--- src/rtl/pixel_arb_pkg.sv ---
// Shared types and constants for the pixel-write arbiter: FSM states,
// screen geometry, transparency key and source indices.
package pixel_arb_pkg;

  typedef enum logic [1:0] {
    IDLE    = 2'd0,
    GNT_BG  = 2'd1,
    GNT_FR  = 2'd2,
    GNT_CUR = 2'd3
  } arb_state_t;

  localparam int SCREEN_W = 160;
  localparam int SCREEN_H = 120;

  localparam logic [23:0] TRANSPARENT_COLOUR = 24'h000000;

  localparam int SRC_BG  = 0;
  localparam int SRC_FR  = 1;
  localparam int SRC_CUR = 2;
  localparam int NUM_SRC = 3;

  localparam int STARVE_LIMIT_DEFAULT = 1024;

  // One-hot grant vector owned by each state; IDLE owns nothing.
  function automatic logic [NUM_SRC-1:0] gnt_of(arb_state_t s);
    logic [NUM_SRC-1:0] g;
    g = '0;
    case (s)
      GNT_BG:  g[SRC_BG]  = 1'b1;
      GNT_FR:  g[SRC_FR]  = 1'b1;
      GNT_CUR: g[SRC_CUR] = 1'b1;
      default: g = '0;
    endcase
    return g;
  endfunction

  function automatic logic on_screen(logic [7:0] x, logic [6:0] y);
    return (int'(x) < SCREEN_W) && (int'(y) < SCREEN_H);
  endfunction

endpackage

--- src/rtl/pixel_write_arbiter_starve_counter.sv ---
// Saturating wait counter for a pending requester; clear wins over increment.
module starve_counter #(
  parameter int LIMIT = 1024,
  localparam int W = $clog2(LIMIT + 1)
) (
  input  logic         clock,
  input  logic         resetn,
  input  logic         inc_i,
  input  logic         clr_i,
  output logic [W-1:0] count_o,
  output logic         saturated_o
);

  localparam logic [W-1:0] LIM = W'(LIMIT);

  logic [W-1:0] count_q;
  logic [W-1:0] count_d;

  always_comb begin
    count_d = count_q;
    if (clr_i) begin
      count_d = '0;
    end else if (inc_i && (count_q != LIM)) begin
      count_d = count_q + 1'b1;
    end
  end

  always_ff @(posedge clock) begin
    if (!resetn) begin
      count_q <= '0;
    end else begin
      count_q <= count_d;
    end
  end

  assign count_o     = count_q;
  assign saturated_o = (count_q == LIM);

endmodule

--- src/rtl/pixel_write_arbiter.sv ---
// Request/grant arbiter with burst locking in front of the VGA pixel-write
// port; adds cursor starvation protection, transparency and clipping.
//
// Handshake: a source raises req with x/y/colour/last stable; the pixel is
// transferred in any cycle where gnt & req (ack). After an ack the source must
// present its next pixel (or drop req) on the following cycle.
module pixel_write_arbiter
  import pixel_arb_pkg::*;
#(
  parameter int STARVE_LIMIT = STARVE_LIMIT_DEFAULT,
  localparam int WAIT_W = $clog2(STARVE_LIMIT + 1)
) (
  input  logic              clock,
  input  logic              resetn,
  input  logic              bg_req_i,
  input  logic              fr_req_i,
  input  logic              cur_req_i,
  input  logic              bg_last_i,
  input  logic              fr_last_i,
  input  logic              cur_last_i,
  input  logic [7:0]        bg_x_i,
  input  logic [7:0]        fr_x_i,
  input  logic [7:0]        cur_x_i,
  input  logic [6:0]        bg_y_i,
  input  logic [6:0]        fr_y_i,
  input  logic [6:0]        cur_y_i,
  input  logic [23:0]       bg_colour_i,
  input  logic [23:0]       fr_colour_i,
  input  logic [23:0]       cur_colour_i,
  output logic              bg_gnt_o,
  output logic              fr_gnt_o,
  output logic              cur_gnt_o,
  output logic              bg_ack_o,
  output logic              fr_ack_o,
  output logic              cur_ack_o,
  output logic [7:0]        x_out_o,
  output logic [6:0]        y_out_o,
  output logic [23:0]       colour_out_o,
  output logic              plot_o,
  output logic              busy_o,
  output arb_state_t        state_o,
  output logic [WAIT_W-1:0] cur_wait_o
);

  arb_state_t         state_q;
  arb_state_t         win_state;
  logic [NUM_SRC-1:0] gnt_q;
  logic [NUM_SRC-1:0] req;
  logic [NUM_SRC-1:0] ack;
  logic               end_burst;
  logic               cur_sat;
  logic               cur_inc;
  logic               cur_clr;

  assign req[SRC_BG]  = bg_req_i;
  assign req[SRC_FR]  = fr_req_i;
  assign req[SRC_CUR] = cur_req_i;
  assign ack          = gnt_q & req;

  // A starved cursor beats the fixed bg > fr > cur priority.
  always_comb begin
    win_state = IDLE;
    if (cur_sat && cur_req_i) begin
      win_state = GNT_CUR;
    end else if (bg_req_i) begin
      win_state = GNT_BG;
    end else if (fr_req_i) begin
      win_state = GNT_FR;
    end else if (cur_req_i) begin
      win_state = GNT_CUR;
    end
  end

  // Owner leaves on its last pixel or as soon as it drops req.
  always_comb begin
    end_burst = 1'b0;
    case (state_q)
      GNT_BG:  end_burst = !bg_req_i  || bg_last_i;
      GNT_FR:  end_burst = !fr_req_i  || fr_last_i;
      GNT_CUR: end_burst = !cur_req_i || cur_last_i;
      default: end_burst = 1'b0;
    endcase
  end

  always_ff @(posedge clock) begin
    if (!resetn) begin
      state_q <= IDLE;
      gnt_q   <= '0;
    end else begin
      case (state_q)
        IDLE: begin
          if (win_state != IDLE) begin
            state_q <= win_state;
            gnt_q   <= gnt_of(win_state);
          end
        end
        default: begin
          if (end_burst) begin
            state_q <= IDLE;
            gnt_q   <= '0;
          end
        end
      endcase
    end
  end

  assign cur_inc = cur_req_i && !gnt_q[SRC_CUR];
  assign cur_clr = (state_q == IDLE) && (win_state == GNT_CUR);

  starve_counter #(
    .LIMIT(STARVE_LIMIT)
  ) u_cur_wait (
    .clock      (clock),
    .resetn     (resetn),
    .inc_i      (cur_inc),
    .clr_i      (cur_clr),
    .count_o    (cur_wait_o),
    .saturated_o(cur_sat)
  );

  logic [7:0]  sel_x;
  logic [6:0]  sel_y;
  logic [23:0] sel_colour;
  logic        sel_is_fr;
  logic        pix_ok;
  logic        plot_d;
  logic [7:0]  x_q;
  logic [6:0]  y_q;
  logic [23:0] colour_q;
  logic        plot_q;

  always_comb begin
    sel_x      = '0;
    sel_y      = '0;
    sel_colour = '0;
    sel_is_fr  = 1'b0;
    case (state_q)
      GNT_BG: begin
        sel_x      = bg_x_i;
        sel_y      = bg_y_i;
        sel_colour = bg_colour_i;
      end
      GNT_FR: begin
        sel_x      = fr_x_i;
        sel_y      = fr_y_i;
        sel_colour = fr_colour_i;
        sel_is_fr  = 1'b1;
      end
      GNT_CUR: begin
        sel_x      = cur_x_i;
        sel_y      = cur_y_i;
        sel_colour = cur_colour_i;
      end
      default: begin
        sel_is_fr = 1'b0;
      end
    endcase
  end

  assign pix_ok = |ack;
  // Clipped and transparent fruit pixels still move the output registers.
  assign plot_d = pix_ok && on_screen(sel_x, sel_y) &&
                  !(sel_is_fr && (sel_colour == TRANSPARENT_COLOUR));

  always_ff @(posedge clock) begin
    if (!resetn) begin
      x_q      <= '0;
      y_q      <= '0;
      colour_q <= '0;
      plot_q   <= 1'b0;
    end else begin
      plot_q <= plot_d;
      if (pix_ok) begin
        x_q      <= sel_x;
        y_q      <= sel_y;
        colour_q <= sel_colour;
      end
    end
  end

  assign bg_gnt_o     = gnt_q[SRC_BG];
  assign fr_gnt_o     = gnt_q[SRC_FR];
  assign cur_gnt_o    = gnt_q[SRC_CUR];
  assign bg_ack_o     = ack[SRC_BG];
  assign fr_ack_o     = ack[SRC_FR];
  assign cur_ack_o    = ack[SRC_CUR];
  assign x_out_o      = x_q;
  assign y_out_o      = y_q;
  assign colour_out_o = colour_q;
  assign plot_o       = plot_q;
  assign busy_o       = |gnt_q;
  assign state_o      = state_q;

endmodule
--- config.mk ---
export PLATFORM = sky130hd
export DESIGN_NAME = pixel_write_arbiter
export DESIGN_NICKNAME = d
export VERILOG_FILES = /design/src/rtl/pixel_arb_pkg.sv /design/src/rtl/pixel_write_arbiter_starve_counter.sv /design/src/rtl/pixel_write_arbiter.sv
export SDC_FILE = /design/constraint.sdc
export NUM_CORES = 1
export LEC_CHECK = 0
export CAP_MARGIN = 30
export CELL_PAD_IN_SITES_DETAIL_PLACEMENT = 1
export CELL_PAD_IN_SITES_GLOBAL_PLACEMENT = 1
export CORE_MARGIN = 4
export CORE_UTILIZATION = 27
export CTS_BUF_LIST = sky130_fd_sc_hd__clkbuf_4 sky130_fd_sc_hd__clkbuf_8
export DETAILED_ROUTE_END_ITERATION = 10
export PLACE_DENSITY = 0.93
export SYNTH_ARGS = -nofsm -noshare
export SYNTH_HDL_FRONTEND = slang
export SYNTH_SLANG_ARGS = --single-unit
--- constraint.sdc ---
create_clock -name clock -period 1.82 [get_ports clock]
set_input_delay 0.364 -clock clock [delete_from_list [all_inputs] [get_ports clock]]
set_output_delay 0.364 -clock clock [all_outputs]
set_load 0.05 [all_outputs]
==> results of run 1 <==
==> registers in the layout, indices dropped and copies added (netlist names) <==
signal	count
x_out_o	8
y_out_o	7
gnt_q	3
state_o	2
colour_out_o	24
plot_o	1
u_cur_wait.count_o	11
==> per-stage QoR <==
step / instance area [um2] / util, % / instances / setup TNS (ns)
floorplan: 3010 / - / 321 / 0
global placement: 5160 / 47.4 / 661 / -12.68
detailed placement: 5160 / 47.4 / 661 / -17.45
CTS: 5280 / 48.4 / 670 / -0.0249
global route: 5340 / 49.0 / 671 / -0.167
finish: 5340 / 49.0 / 671 / 0
==> Yosys cell counts (3+ instances only) <==
cell type,number
nor3_1,4
a21oi_1,16
xnor2_1,4
inv_1,6
mux2_2,24
xor2_1,6
mux2_1,3
nor4_1,6
nand2_1,17
a22o_1,42
buf_2,14
dfxtp_1,56
buf_6,3
o21ai_0,15
o21ai_1,3
nor2_1,31
mux2i_1,11
a22oi_1,13
nand2b_1,3
and3_1,4
nand3_1,5
==> final cells by class <==
class | count | area (um2)
Fill cell | 1252 | 5550
Timing Repair Buffer | 222 | 2120
Multi-Input combinational cell | 238 | 1800
Sequential cell | 56 | 1130
Tap cell | 140 | 175
Clock buffer | 5 | 68.8
Inverter | 7 | 26.3
Clock inverter | 3 | 22.5
==> worst reg2reg max path: cells and delay by family (launching register included) <==
| family | cells | cell delay, ns |
|---|---|---|
| AND/OR/NAND/NOR | 2 | 0.39 |
| flip-flops | 1 | 0.38 |
| multiplexers | 1 | 0.30 |
| buffers and inverters | 2 | 0.31 |
| AO/OA/AOI/OAI | 2 | 0.31 |
==> worst min path at each step <==
stage,startpoint,endpoint,slack (ns),cells past startpoint
2_1_floorplan,resetn,state_o[0]$_SDFFE_PN0P_,0.48,1
3_3_place_gp,colour_out_o[23]$_SDFFE_PN0P_,colour_out_o[23]$_SDFFE_PN0P_,0.44,2
3_5_place_dp,colour_out_o[23]$_SDFFE_PN0P_,colour_out_o[23]$_SDFFE_PN0P_,0.45,2
4_1_cts,y_out_o[1]$_SDFFE_PN0P_,y_out_o[1]$_SDFFE_PN0P_,0.47,2
5_1_grt,colour_out_o[6]$_SDFFE_PN0P_,colour_out_o[6]$_SDFFE_PN0P_,0.51,2
6_report,y_out_o[1]$_SDFFE_PN0P_,y_out_o[1]$_SDFFE_PN0P_,0.47,2
==> power groups by stage <==
stage | Combinational (mW) | Clock (mW) | Sequential (mW)
2_1_floorplan | 0.397 | 0 | 1.39
3_3_place_gp | 0.976 | 0 | 1.30
3_5_place_dp | 1.02 | 0 | 1.31
4_1_cts | 1.03 | 0.733 | 1.28
5_1_grt | 1.12 | 0.782 | 1.28
6_report | 1.05 | 0.708 | 1.28
==> kinds of logic after synthesis <==
| group | count (synthesis) |
|---|---|
| AOI/OAI and AO/OA | 96 |
| xor gates and xnor gates | 10 |
| adders and majority gates | 2 |
| buffers and inverters | 28 |
| DFF | 56 |
| muxes | 40 |
| and+or+nand+nor | 89 |
==> metal layers <==
layer  track usage (%)  routed length, um  up-vias  share of wire (%)
met3              3.45                624       17                4.8
met1              21.8               5050     1657                 38
met5                 0                  0        -                  0
met2              38.7               7270       99                 55
met4              4.09                184        0                1.4
li1                  -                  -     1607                  -
==> repair_timing <==
action,CTS,global route
hold buffers,0,0
endpoints found under the setup margin,27,53
pin swaps,4,1
gates resized for setup,4,11
setup buffers,0,1
gates cloned,1,0
==> results_dict.tcl, run 1 <==
set metrics [dict create \
    vias_per_cell 5.04 \
    power_frac_clock_pct 23.3 \
    finalWorstSetupSlack_ns 0.0141 \
    fmax_mhz 554 \
    post-synth-top-area-cell "dfxtp_1" \
    post_synth_edffs 0 \
    synth.yosys.seq_area_share_pct 37.3 \
    synth.area.top_cells "dfxtp_1 (37%), a22o_1 (12%), mux2_2 (9.0%)" \
    grt_pass1_wl_um 20200 \
    slowest_stage "dfxtp_4" \
    timing.setup.critical_path_class "register to register" \
    seqPwrFrac_pct 42.0 \
    die-height_um 113 \
    final_layout_size_suffix_gt1_share_pct 28.8 \
    antenna-diode-count 0 \
    syn_area_um2 3000 \
    clock_skew_ns 0.00927 \
    internal_power_mw 2.10 \
    synth_adder_area_share_pct 0.833 \
    synth_nets 448 \
    die_extent_in_x_um 113 \
    route.final.wire_length_um 13100 \
    place.gp.congestion 0.867 \
    grt_start_max_net_pins 28 \
    r2r.worst_path.cells 7 \
    timing.critical_path.required_ns 2.02 \
    maxCapViolCount 0 \
    wl_per_cell_um 19.6 \
    worstSetupStartpointType "register" \
    dr.pass1.iters 4 \
    synthXorXnorAreaFrac_pct 2.92 \
    grt_usage_pct 19.6 \
    path_delay_family "simple AND/OR/NAND/NOR gates" \
    core_area_um2 10900 \
    finalHoldViolations 0 \
    critPathBufInv 2 \
    layout-area-overhead-vs-synth_pct 77.8 \
    cts-htree-levels 2 \
    cts-root-buf "clkbuf_8" \
    final_cell_mix "clkdlybuf4s50_1 (123), buf_4 (86), dfxtp_1 (52), a22o_1 (40), nor2_1 (30)" \
    numClockSinks 56 \
    design.portCount 185 \
    slew_viol_final 0 \
    grt_setup_unrepaired "true" \
    cellPowerDensity_nw_per_um2 569 \
    grt_antenna_before_repair 0 \
    design.die.area_um2 12900 \
    rrSetupSlack_ns 0.01 \
    tightest_slew_ns 0.641 \
    syn_inst 321 \
    p_sw_mw 0.934 \
    worst_setup_hold_path_clk_slew_ns 0.11 \
    combinational_family_with_the_most_area_after_synthesis "compound AO/OA/AOI/OAI gates" \
    timing.hold.ws_ns 0.467 \
    final.period_utilization_pct 99.2 \
    max_stage_delay_ns 0.38 \
    report.power.total_mw 3.04 \
    hold_path.class "register to register" \
    dp_worst_setup_slack_ns -0.531 \
    floorplan.initialDensity_pct 27.6 \
    post_synthesis_compound_gate_area_fraction_pct 22.9 \
    dp.final_hpwl_um 10500 \
    clock_buffer_count_from_cts 5 \
    power_leakage_nw 2.20 \
    outcome "complete, no violations" \
    rr_startpoint "state_o[0]$_SDFFE_PN0P_" \
    timing.critical_path.from "state_o[0]$_SDFFE_PN0P_" \
    worstPathCellList "buf_12 > buf_4 > mux2_4 > a22o_4 > nor4_4 > and3_1 > a31oi_1" \
    path_depth 7 \
    crit_path_end_kind "register" \
    worst-endpoint-arrival_ns 2.01 \
    synthSimpleGateAreaFrac_pct 16.1 \
    share_comb_of_total_power_pct 34.6 \
    cts.path.max_buffers 2 \
    endpoint "plot_o$_SDFF_PN0_" \
    asyncSetResetFlopFracSynth_pct 0 \
    globalRouteOverflowTotal 0 \
    count_of_cell_types_in_the_netlist 47 \
    switching_fraction_of_total_power_pct 30.7 \
    worst_r2r_dst "plot_o$_SDFF_PN0_" \
    muxShareOfSynthArea_pct 14.8 \
    detail_route.drc_violations 0 \
    final-setup-viol-count 0 \
    relSlewSlack_pct 57.1 \
    layout_commonest_cell "clkdlybuf4s50_1" \
    layout.nets 657 \
    first_global_vias 3860 \
    clk_latency_ns 0.31 \
    route.antenna.remaining_nets 0 \
    synthesis_stage_register_bit_count 56 \
    finalWorstPathRequiredPeriod_ns 1.81 \
    worst_ir_drop_vdd_mv 0.334 \
    dominantRegCellSynth "dfxtp_1" \
    clock_tree_from_tritoncts "built" \
    total_via_count_after_detailed_routing 3380 \
    dr.first_iter.drc_count 109 \
    path_max_fanout 17 \
    core.rowCount 38 \
    avgSynthCellArea_um2 9.36 \
    ys.warnings.count 0 \
    io_buffers 184 \
    post-synth-top-area-fraction_pct 37.3 \
]
(Power assumes the default switching activity.)
==> inputs of run 2 (changes only) <==
Settings changed: CORE_UTILIZATION 27 to 46, DONT_BUFFER_PORTS set to 1, GPL_ROUTABILITY_DRIVEN set to 0, MAX_ROUTING_LAYER set to met4, PLACE_DENSITY 0.93 to 0.91.
==> run 2 against run 1 <==
Compared with the run above:
- worst hold slack got worse by 0.27 ns
- routed wire length shrank 23%
- total power shrank 13%
- first-iteration DRC count down 17%
- critical endpoint unchanged
- cell count decreased by 37%
- clock power is essentially flat
- die area shrank 39%
==> results_dict.tcl, run 2 (synthesis gave the netlist of run 1 again) <==
set metrics [dict create \
    final.setup.tns_ns 0 \
    io_buffers 0 \
    numClockSinks 56 \
    grt_usage_pct 25.1 \
    final_core_utilization_pct 53.7 \
    grt_antenna_before_repair 0 \
    postPlaceCellArea_um2 3260 \
    detail_route.drc_violations 0 \
    core.rowCount 29 \
    dr.pass1.iters 4 \
    p_sw_mw 0.839 \
    relSlewSlack_pct 34.8 \
    switching_fraction_of_total_power_pct 31.9 \
    grt_start_max_net_pins 27 \
    worstSetupStartpointType "register" \
    die-height_um 88.8 \
    cts-root-buf "clkbuf_8" \
    cts.path.max_buffers 2 \
    die_extent_in_x_um 88.8 \
    cts-htree-levels 2 \
    tightest_slew_ns 0.974 \
    report.power.total_mw 2.63 \
    layout_commonest_cell "dfxtp_1" \
    wl_per_cell_um 23.9 \
    design.die.area_um2 7890 \
    timing.critical_path.required_ns 2.02 \
    final_layout_size_suffix_gt1_share_pct 25.7 \
    dr.first_iter.drc_count 90 \
    clock_buffer_count_from_cts 5 \
    vias_per_cell 6.43 \
    route.final.wire_length_um 10100 \
    timing.hold.ws_ns 0.199 \
    route.antenna.remaining_nets 0 \
    path_max_fanout 10 \
    design.portCount 185 \
    final.period_utilization_pct 97.7 \
    layout.nets 472 \
    dp_worst_setup_slack_ns -0.120 \
    crit_path_end_kind "register" \
    core_area_um2 6350 \
    finalWorstSetupSlack_ns 0.0419 \
    globalRouteOverflowTotal 0 \
    hold_path.class "input pin to register" \
    share_comb_of_total_power_pct 22.7 \
    final-setup-viol-count 0 \
    worst_setup_hold_path_clk_slew_ns 0.12 \
    cellPowerDensity_nw_per_um2 771 \
    seqPwrFrac_pct 50.3 \
    clock_skew_ns 0.0182 \
    worst-endpoint-arrival_ns 1.98 \
    floorplan.initialDensity_pct 47.3 \
    dp.final_hpwl_um 8070 \
    maxCapViolCount 0 \
    slowest_stage "dfxtp_4" \
    max_stage_delay_ns 0.42 \
    worstPathCellList "buf_12 > mux2_1 > a22o_1 > nor4_2 > and3_1 > a31oi_1" \
    finalWorstPathRequiredPeriod_ns 1.78 \
    power_leakage_nw 1.32 \
    first_global_vias 2856 \
    timing.setup.critical_path_class "register to register" \
    grt_setup_unrepaired "true" \
    fmax_mhz 562 \
    total_via_count_after_detailed_routing 2720 \
    finish.cell_count_without_fillers 423 \
    worst_ir_drop_vdd_mv 0.343 \
    postCtsHoldBufs 0 \
    final_area_um2 3410 \
    layout-area-overhead-vs-synth_pct 13.6 \
    power_frac_clock_pct 27.0 \
    numPlacedInstances 412 \
    final_cell_mix "dfxtp_1 (52), a22o_1 (42), buf_4 (35), nor2_1 (31), mux2_2 (24)" \
    grt_pass1_wl_um 14800 \
    fill_cells 724 \
    outcome "complete, no violations" \
    finalHoldViolations 0 \
    max_ffs_per_register 24 \
    slew_viol_final 0 \
    clock_tree_from_tritoncts "built" \
    internal_power_mw 1.79 \
    clk_latency_ns 0.32 \
    antenna-diode-count 0 \
]
-- run 2: final cells by class --
class | instances | area (um2) | area share, %
clock buffers | 5 | 68.8 | 2.02
clock inverters | 3 | 21.3 | 0.623
inverters | 7 | 26.3 | 0.770
multi-input cells | 237 | 1760 | 51.5
flip-flops and latches | 56 | 1130 | 33.1
well taps | 77 | 96.3 | 2.82
repair buffers | 38 | 314 | 9.20
-- run 2: critical path, delay by kind of cell, from the launching register on --
kind	cells	cell delay, ns
AO/OA/AOI/OAI	2	0.30
buffers and inverters	1	0.14
AND/OR/NAND/NOR	2	0.49
flip-flops	1	0.42
multiplexers	1	0.32
-- run 2: path summary, 6_finish.rpt --
kind	start	endpoint	slack, ns	depth (start not counted)
worst min-delay path	resetn	state_o[0]$_SDFFE_PN0P_	0.20	1
worst max-delay path	state_o[0]$_SDFFE_PN0P_	plot_o$_SDFF_PN0_	0.04	6
worst max register to register	state_o[0]$_SDFFE_PN0P_	plot_o$_SDFF_PN0_	0.04	6
worst min register to register	u_cur_wait.count_o[1]$_SDFFE_PP0P_	u_cur_wait.count_o[1]$_SDFFE_PP0P_	0.68	4
-- run 2: per-layer routing --
layer  up-vias  part of all wire, %  track usage (%)
met1      1291                   37             27.7
met2       160                   51             42.7
met3        30                  9.1             6.61
met5         -                    0                -
met4         0                  3.0             10.6
li1       1239                    -                -
-- run 2: power groups by stage --
| stage | clock network, mW | logic, mW | registers (mW) |
|---|---|---|---|
| 5_1_grt | 0.775 | 0.651 | 1.33 |
| 2_1_floorplan | 0 | 0.397 | 1.39 |
| 6_report | 0.711 | 0.598 | 1.32 |
| 3_5_place_dp | 0 | 0.568 | 1.35 |
| 4_1_cts | 0.723 | 0.588 | 1.32 |
| 3_3_place_gp | 0 | 0.546 | 1.35 |
-- run 2: repair_timing --
item	4_1_cts	5_1_grt
buffers inserted	1	2
endpoints found under the hold margin	0	0
resized for setup	4	4
pin swaps	0	2
setup endpoints to repair	5	4
==> inputs of run 3 (changes only) <==
Settings changed: CTS_CLUSTER_DIAMETER set to 40, MAX_ROUTING_LAYER met4 to unset, SETUP_SLACK_MARGIN set to 0.05.
==> run 3 against run 2 <==
Compared with the run above:
- register-to-register slack improved by 0.04 ns
- global-route usage decreased by 0.86 points
- cell area increased by 2.8%
- cell count increased by 0.47%
- combinational power increased by 6.0%
- via count decreased by 2.1%
- worst hold slack got worse by 0.0067 ns
- flip-flop and latch count unchanged
- routed wire length decreased by 0.57%
- sequential share of layout area decreased by 0.75 points
- critical path type unchanged
- largest cell class unchanged
- highest routed layer unchanged
==> results_dict.tcl, run 3 (synthesis gave the netlist of run 1 again) <==
set metrics [dict create \
    outcome "complete, no violations" \
    worstSetupStartpointType "register" \
    path_max_fanout 6 \
    dp.final_hpwl_um 7970 \
    wl_per_cell_um 23.7 \
    numClockSinks 56 \
    postPlaceCellArea_um2 3270 \
    critPathBufInv 1 \
    slowest_stage "dfxtp_4" \
    switching_fraction_of_total_power_pct 31.7 \
    total_via_count_after_detailed_routing 2662 \
    cellPowerDensity_nw_per_um2 758 \
    power_leakage_nw 1.36 \
    worst_ir_drop_vdd_mv 0.402 \
    finalWorstPathRequiredPeriod_ns 1.73 \
    finalWorstSetupSlack_ns 0.0861 \
    core_area_um2 6350 \
    globalRouteOverflowTotal 0 \
    grt_antenna_before_repair 0 \
    final.setup.tns_ns 0 \
    timing.critical_path.from "state_o[0]$_SDFFE_PN0P_" \
    route.final.wire_length_um 10100 \
    grt_start_max_net_pins 38 \
    floorplan.initialDensity_pct 47.3 \
    design.portCount 185 \
    design.die.area_um2 7890 \
    p_sw_mw 0.843 \
    layout.nets 474 \
    power_frac_clock_pct 26.4 \
    grt_usage_pct 24.3 \
    worst_setup_hold_path_clk_slew_ns 0.11 \
    clock_skew_ns 0.00741 \
    final.period_utilization_pct 95.3 \
    path_delay_family "simple AND/OR/NAND/NOR gates" \
    finalHoldViolations 0 \
    tightest_slew_ns 0.582 \
    timing.critical_path.required_ns 2.02 \
    final_cell_mix "dfxtp_1 (50), a22o_1 (42), nor2_1 (31), buf_4 (31), mux2_2 (24)" \
    final_area_um2 3510 \
    relSlewSlack_pct 61.0 \
    report.power.total_mw 2.66 \
    max_ffs_per_register 24 \
    route.antenna.remaining_nets 0 \
    postCtsHoldBufs 0 \
    first_global_vias 2874 \
    rr_startpoint "state_o[0]$_SDFFE_PN0P_" \
    detail_route.drc_violations 0 \
    cts-root-buf "clkbuf_8" \
    hold_path.class "input pin to register" \
    clock_tree_from_tritoncts "built" \
    vias_per_cell 6.26 \
    timing.setup.critical_path_class "register to register" \
    io_buffers 0 \
    worstPathCellList "buf_12 > mux2_2 > a22o_1 > nor4_2 > and3_1 > a31oi_1" \
    worst-endpoint-arrival_ns 1.93 \
    layout-area-overhead-vs-synth_pct 16.7 \
    share_comb_of_total_power_pct 23.9 \
    dp_worst_setup_slack_ns -0.0174 \
    dr.pass1.iters 4 \
    cts.path.max_buffers 2 \
    core.rowCount 29 \
    final_core_utilization_pct 55.2 \
    layout_commonest_cell "dfxtp_1" \
    max_stage_delay_ns 0.39 \
    seqPwrFrac_pct 49.7 \
    worstHoldStart "resetn" \
    maxCapViolCount 0 \
    slew_viol_final 0 \
    cts-htree-levels 2 \
    antenna-diode-count 0 \
    clk_latency_ns 0.31 \
    final-setup-viol-count 0 \
    grt_setup_unrepaired "true" \
    final_layout_size_suffix_gt1_share_pct 28.4 \
    dr.first_iter.drc_count 79 \
    die_extent_in_x_um 88.8 \
    grt_pass1_wl_um 14800 \
    internal_power_mw 1.82 \
    crit_path_end_kind "register" \
    fmax_mhz 577 \
    die-height_um 88.8 \
    clock_buffer_count_from_cts 5 \
]
run 3: cell types whose count changed in the layout (fill, tap and decap cells not counted), sizes merged:
| cell | previous run | this run |
|---|---|---|
| buf | 38 | 39 |
| clkinv | 1 | 2 |
| clkinvlp | 1 | 0 |
| nor3 | 6 | 7 |
run 3: final timing paths:
| check | endpoint | slack (ns) | depth (start not counted) |
|---|---|---|---|
| worst min-delay path | state_o[0]$_SDFFE_PN0P_ | 0.19 | 1 |
| worst max-delay path | plot_o$_SDFF_PN0_ | 0.09 | 6 |
| worst max register to register | plot_o$_SDFF_PN0_ | 0.09 | 6 |
| worst min register to register | state_o[1]$_SDFFE_PN0P_ | 0.61 | 2 |
run 3: cell type report:
type | instances | area (um2)
Fill cell | 707 | 2840
Multi-Input combinational cell | 238 | 1810
Sequential cell | 56 | 1130
Timing Repair Buffer | 39 | 353
Tap cell | 77 | 96.3
Clock buffer | 5 | 68.8
Inverter | 7 | 26.3
Clock inverter | 3 | 22.5
run 3: power by group through the flow:
stage	clock network, mW	logic [mW]	registers, mW
finish	0.702	0.634	1.32
global route	0.785	0.686	1.33
CTS	0.723	0.592	1.33
detailed placement	0	0.572	1.35
global placement	0	0.551	1.35
floorplan	0	0.397	1.38
run 3: metal layers:
metal / up-vias / share of wire [%] / global-route usage, %
met4: 0 / 0.57 / 4.81
li1: 1246 / - / -
met2: 139 / 54 / 46.1
met1: 1271 / 37 / 27.2
met3: 6 / 8.9 / 6.05
met5: - / 0 / 0
run 3: repair_timing:
item,CTS,global route
pin swaps,1,4
resized for setup,6,16
buffers inserted,0,4
endpoints found under the setup margin,28,36
gates cloned,1,0
run 3: stage by stage:
stage	std cells	hold slack, ns
2_1_floorplan	321	0.481
3_3_place_gp	412	0.519
3_5_place_dp	412	0.514
4_1_cts	421	0.179
5_1_grt	425	0.169
6_report	425	0.192
